$ cat config.mk
export PLATFORM = sky130hd
export DESIGN_NAME = div_unit
export DESIGN_NICKNAME = d
export VERILOG_FILES = /design/src/rtl/div_pkg.sv /design/src/rtl/div_step.sv /design/src/rtl/div_unit.sv
export SDC_FILE = /design/constraint.sdc
export NUM_CORES = 1
export LEC_CHECK = 0
export CAP_MARGIN = 20
export CORE_MARGIN = 1
export CORE_UTILIZATION = 39
export DETAILED_ROUTE_END_ITERATION = 6
export PLACE_DENSITY = 0.61
export REMOVE_ABC_BUFFERS = 1
export SLEW_MARGIN = 10
export SYNTH_ARGS = -nofsm -noshare
export SYNTH_HDL_FRONTEND = slang
export SYNTH_SLANG_ARGS = --single-unit
$ cat constraint.sdc
create_clock -name clk_i -period 5.38 [get_ports clk_i]
set_clock_uncertainty 0.2 [all_clocks]
set_input_delay 1.345 -clock clk_i [delete_from_list [all_inputs] [get_ports clk_i]]
set_output_delay 1.345 -clock clk_i [all_outputs]
set_load 0.01 [all_outputs]
$ cat src/rtl/div_pkg.sv
// rtl/div_pkg.sv - shared constants, op encodings and FSM states for the RV32M divider
package div_pkg;

  localparam int XLEN  = 32;
  localparam int CNT_W = $clog2(XLEN) + 1;
  localparam logic [CNT_W-1:0] LAST_COUNT = CNT_W'(XLEN - 1);

  localparam logic [1:0] DIV_OP_DIV  = 2'b00;
  localparam logic [1:0] DIV_OP_DIVU = 2'b01;
  localparam logic [1:0] DIV_OP_REM  = 2'b10;
  localparam logic [1:0] DIV_OP_REMU = 2'b11;

  typedef enum logic [1:0] {
    IDLE = 2'b00,
    CALC = 2'b01,
    FIX  = 2'b10,
    DONE = 2'b11
  } divState_t;

  // Two's-complement magnitude; 0x80000000 maps onto itself, read as unsigned.
  function automatic logic [XLEN-1:0] magnitude(input logic [XLEN-1:0] value, input logic isSigned);
    return (isSigned && value[XLEN-1]) ? (~value + XLEN'(1)) : value;
  endfunction

endpackage

$ cat src/rtl/div_step.sv
// rtl/div_step.sv - one combinational radix-2 restoring division step
module div_step
  import div_pkg::*;
(
  input  logic [XLEN-1:0] remIn,
  input  logic            dividendBit,
  input  logic [XLEN-1:0] divisor,
  output logic [XLEN-1:0] remOut,
  output logic            quotientBit
);

  logic [XLEN:0] shifted;

  // The shifted remainder needs one extra bit; after a successful subtract it fits in XLEN again.
  always_comb begin
    shifted     = {remIn, dividendBit};
    quotientBit = (shifted >= {1'b0, divisor});
    remOut      = quotientBit ? XLEN'(shifted - {1'b0, divisor}) : shifted[XLEN-1:0];
  end

endmodule

$ cat src/rtl/div_unit.sv
// rtl/div_unit.sv - iterative DIV/DIVU/REM/REMU unit; define DIV_FASTPATH_EN to skip CALC
// for divide-by-zero, signed overflow and divisor of one.
module div_unit
  import div_pkg::*;
(
  input  logic            clk_i,
  input  logic            rst_i,
  input  logic            valid_i,
  input  logic [1:0]      op_i,
  input  logic [XLEN-1:0] rs1_data_i,
  input  logic [XLEN-1:0] rs2_data_i,
  input  logic [4:0]      rd_i,
  input  logic            flush_i,
  output logic            ready_o,
  output logic            valid_o,
  output logic [XLEN-1:0] result_o,
  output logic [4:0]      rd_o
);

  divState_t        state;
  logic [CNT_W-1:0] count;
  logic [XLEN-1:0]  quo;
  logic [XLEN-1:0]  rem;
  logic [XLEN-1:0]  divisorMag;
  logic [XLEN-1:0]  rs1Reg;
  logic [XLEN-1:0]  rs2Reg;
  logic [1:0]       opReg;
  logic [4:0]       rdReg;

  logic            accept;
  logic            inSigned;
  logic [XLEN-1:0] stepRem;
  logic            stepQ;
  logic            regSigned;
  logic            overflow;
  logic [XLEN-1:0] quoFix;
  logic [XLEN-1:0] remFix;
  logic [XLEN-1:0] fixResult;

  assign ready_o  = (state == IDLE);
  assign valid_o  = (state == DONE);
  assign accept   = valid_i & ready_o;
  assign inSigned = ~op_i[0];

`ifdef DIV_FASTPATH_EN
  logic fastCase;
  assign fastCase = (rs2_data_i == '0) || (rs2_data_i == XLEN'(1)) ||
                    (inSigned && (rs1_data_i == {1'b1, {(XLEN-1){1'b0}}}) && (rs2_data_i == '1));
`endif

  div_step uStep (
    .remIn      (rem),
    .dividendBit(quo[XLEN-1]),
    .divisor    (divisorMag),
    .remOut     (stepRem),
    .quotientBit(stepQ)
  );

  // Sign correction and the architecturally defined special cases, all from captured operands.
  always_comb begin
    regSigned = ~opReg[0];
    overflow  = regSigned && (rs1Reg == {1'b1, {(XLEN-1){1'b0}}}) && (rs2Reg == '1);
    quoFix    = (regSigned && (rs1Reg[XLEN-1] ^ rs2Reg[XLEN-1])) ? (~quo + XLEN'(1)) : quo;
    remFix    = (regSigned && rs1Reg[XLEN-1]) ? (~rem + XLEN'(1)) : rem;
    if (rs2Reg == '0) begin
      quoFix = '1;
      remFix = rs1Reg;
    end else if (overflow) begin
      quoFix = {1'b1, {(XLEN-1){1'b0}}};
      remFix = '0;
    end else if (rs2Reg == XLEN'(1)) begin
      quoFix = rs1Reg;
      remFix = '0;
    end
    fixResult = opReg[1] ? remFix : quoFix;
  end

  always_ff @(posedge clk_i) begin
    if (rst_i) begin
      state      <= IDLE;
      count      <= '0;
      quo        <= '0;
      rem        <= '0;
      divisorMag <= '0;
      rs1Reg     <= '0;
      rs2Reg     <= '0;
      opReg      <= '0;
      rdReg      <= '0;
      result_o   <= '0;
      rd_o       <= '0;
    end else if (flush_i) begin
      state <= IDLE;
      count <= '0;
    end else begin
      case (state)
        IDLE: begin
          if (accept) begin
            quo        <= magnitude(rs1_data_i, inSigned);
            divisorMag <= magnitude(rs2_data_i, inSigned);
            rem        <= '0;
            rs1Reg     <= rs1_data_i;
            rs2Reg     <= rs2_data_i;
            opReg      <= op_i;
            rdReg      <= rd_i;
            count      <= '0;
`ifdef DIV_FASTPATH_EN
            state      <= fastCase ? FIX : CALC;
`else
            state      <= CALC;
`endif
          end
        end
        CALC: begin
          rem <= stepRem;
          quo <= {quo[XLEN-2:0], stepQ};
          if (count == LAST_COUNT) begin
            count <= '0;
            state <= FIX;
          end else begin
            count <= count + CNT_W'(1);
          end
        end
        FIX: begin
          result_o <= fixResult;
          rd_o     <= rdReg;
          state    <= DONE;
        end
        DONE: state <= IDLE;
        default: state <= IDLE;
      endcase
    end
  end

endmodule
==> impl_metrics.toml <==
[outcome]
status = "finished, final reports clean"

[finish]
area_growth_pct = 17.5
nets = 2021
stdcell_area_um2 = 16000
fillCellCount = 3505
layout-drive-gt1-share_pct = 6.03
diodes = 0

[power]
comb_power_share_pct = 20.0
power.density_nw_per_um2 = 274
p_leak_nw = 5.86
seqPwrFrac_pct = 38.9
internal_power_mw = 3.05
swShare_pct = 30.5
p_total_mw = 4.39
clock_power_share_pct = 41.2
p_switching_mw = 1.34
peakVddDrop_mv = 0.215

[drt]
drc = 0
vias = 13611
avgRoutedWirePerCell_um = 18.8
drtIter0Drc = 1288
drtAntennaViolNets = 0
viasPerCell = 5.72
dr.pass1.iters = 5
routed_wl_mm = 44.7

[floorplanning]
core_area_um2 = 34500
std_cell_rows = 68
start_util_pct = 39.6
die_h_um = 189
io_pins = 114
die_width_um = 189
die_area_um2 = 35700

[sta]
relSlewSlack_pct = 30.4
period_share_pct = 76.3
hold_violations = 0
slew_violations = 0
finalCriticalPeriod_ns = 4.11
fmax_mhz = 244
worstMarginPinSlew_ns = 1.04
rsz0062_at_grt = "no"
setup_violations = 0

[worst_setup_path]
cpPeakStageDelay_ns = 0.59
cp.required_ns = 5.62
end_kind = "flip-flop"
critical_path_class = "in2reg"
r2r_slack_ns = 1.36
rr_worst_depth = 9
cp-start-kind = "input pin"
r2r_start = "rs1Reg[31]"
crit_family = "simple AND/OR/NAND/NOR gates"
cp_num_cells = 9
crit_slowest_cell = "nor3_1"
timing.rr.end = "result_o[28]"
cp.arrival_ns = 4.35
path_max_fanout = 7
crit_chain = "clkdlybuf4s50_1, nor4_1, nand2_1, nor3_1, and3b_1, nor4b_2, a21oi_1, xnor2_1, a211oi_1"
path_buf_inv = 1

[clocking]
clkTransAtPathRegs_ns = 0.06
postCtsSetupBuffers = 0
cts_tree = "done"
cts_buffer_depth = 3
clk_latency_ns = 0.54
hold_buffers = 0
cts.htree.levels = 1
postCtsResizedCells = 0
cts_root_buf = "clkbuf_16"
cts_sinks = 211
cts-buffers-inserted = 26

[logic_synthesis]
synth_top_area_share_pct = 31.0
synth_seq_cells = 211
async_flop_share_pct = 0
yosys.area.top_type = "dfxtp_1"
ys_top_cells_by_area = "dfxtp_1, nand2_1, a21oi_1, xnor2_1, o21ai_0"
avgSynthCellArea_um2 = 7.38
yosysWarningCount = 0
synth_cells = 1849
ys_top_cells_by_count = "nand2_1, a21oi_1, dfxtp_1, nor2_1, o21ai_0"
yosysMostFrequentCell = "nand2_1"
seq_area_frac_synth_pct = 31.0
synth_edf_count = 0
syn_area_um2 = 13600
ys_types = 79
ys.flop_type = "dfxtp_1"

[placement]
gp_congestion = 0.974
placed_area_um2 = 15100
place_hpwl_mm = 33.5
port_buffers = 113

[global_routing]
grt_pass1_vias = 12397
grt_max_degree = 67
grt_pass1_wl_mm = 70.5
antenna_found_initial = 0
grt_overflow = 0
grt_usage_pct = 24.6

[hold_path]
hold_depth = 2
hold_class = "reg2reg"
hp-start = "rdReg[2]"
hold-path-endpoint = "rd_o[2]"

[run]
maxCapViolCount = 0
[worst max-delay path by stage]
stage | startpoint | end
6_report | rs2_data_i[2] | divisorMag[24]
3_5_place_dp | rs2_data_i[2] | divisorMag[24]
5_1_grt | rs2_data_i[2] | divisorMag[25]
2_1_floorplan | valid_i | divisorMag[31]
3_3_place_gp | rs2_data_i[2] | divisorMag[25]
4_1_cts | rs2_data_i[2] | divisorMag[26]
[state kept, by name (all words and copies together), names as in the netlist]
signal,flops
divisorMag,32
quo,32
rem,32
result_o,32
rs1Reg,32
rs2Reg,31
count,6
rdReg,5
rd_o,5
opReg,2
state,2
[worst reg2reg max path: cells and delay by family (launching register included)]
kind	cells	cell delay (ns)
buf+inv	1	0.23
compound gates	3	1.04
simple gates	5	1.97
flops	1	0.44
[metal layers]
metal / GRT usage, % / up-vias / wire (µm)
met5: 0 / - / 0
met4: 6.70 / 0 / 1080
met3: 3.35 / 51 / 2620
met2: 38.4 / 435 / 19900
met1: 35.1 / 6450 / 21000
li1: - / 6675 / -
[layout by cell type (no fill, tap or decap), drive strengths merged, types with 15 or more instances in the layout]
master	n
a21o	16
clkbuf	34
or4	15
a31oi	31
buf	27
mux2i	25
a211oi	34
inv	69
clkdlybuf4s50	112
xnor2	85
o21ai	138
nor3	44
nand3	37
nor4	34
xor2	60
a21oi	212
nor2	132
o31ai	22
dfxtp	211
ha	41
nand2	337
[power groups by stage]
stage	clock, mW	combinational [mW]	sequential, mW
2_1_floorplan	0	0.568	1.71
6_report	1.81	0.877	1.71
3_5_place_dp	0	0.866	1.74
4_1_cts	1.84	0.870	1.70
3_3_place_gp	0	0.860	1.74
5_1_grt	1.90	0.972	1.71
[final cells by class]
type                       instances  area (µm²)  area share [%]
inverter                          70         263            1.64
clock inverter                    14         143           0.890
clock buffer                      34         751            4.68
multi-input combinational       1456        8730            54.5
tap                              455         569            3.55
timing repair buffer             139        1350            8.41
sequential                       211        4220            26.3
[cells by family (layout without fill, tap and decap cells)]
group                      count (synthesis)  after routing  synth area share, %
AOI/OAI and AO/OA                        543            543                 24.2
xor gates and xnor gates                 145            145                 9.31
adders and majority gates                 45             45                 4.13
buffers and inverters                    182            257                 5.18
DFF                                      211            211                 31.0
muxes                                     28             28                 2.08
and+or+nand+nor                          695            695                 24.1
[stage by stage]
step	instances	setup TNS (ns)	hold slack, ns	setup WS, ns	util, %
4_1_cts	2379	0	0.254	1.34	46.5
3_5_place_dp	2331	0	0.246	0.794	43.9
6_report	2379	0	0.253	1.27	46.5
5_1_grt	2379	0	0.271	1.03	46.5
2_1_floorplan	1737	-46.52	0.226	-0.692	-
3_3_place_gp	2331	0	0.236	0.852	43.9
No activity file was read; power rests on OpenSTA's default activity.
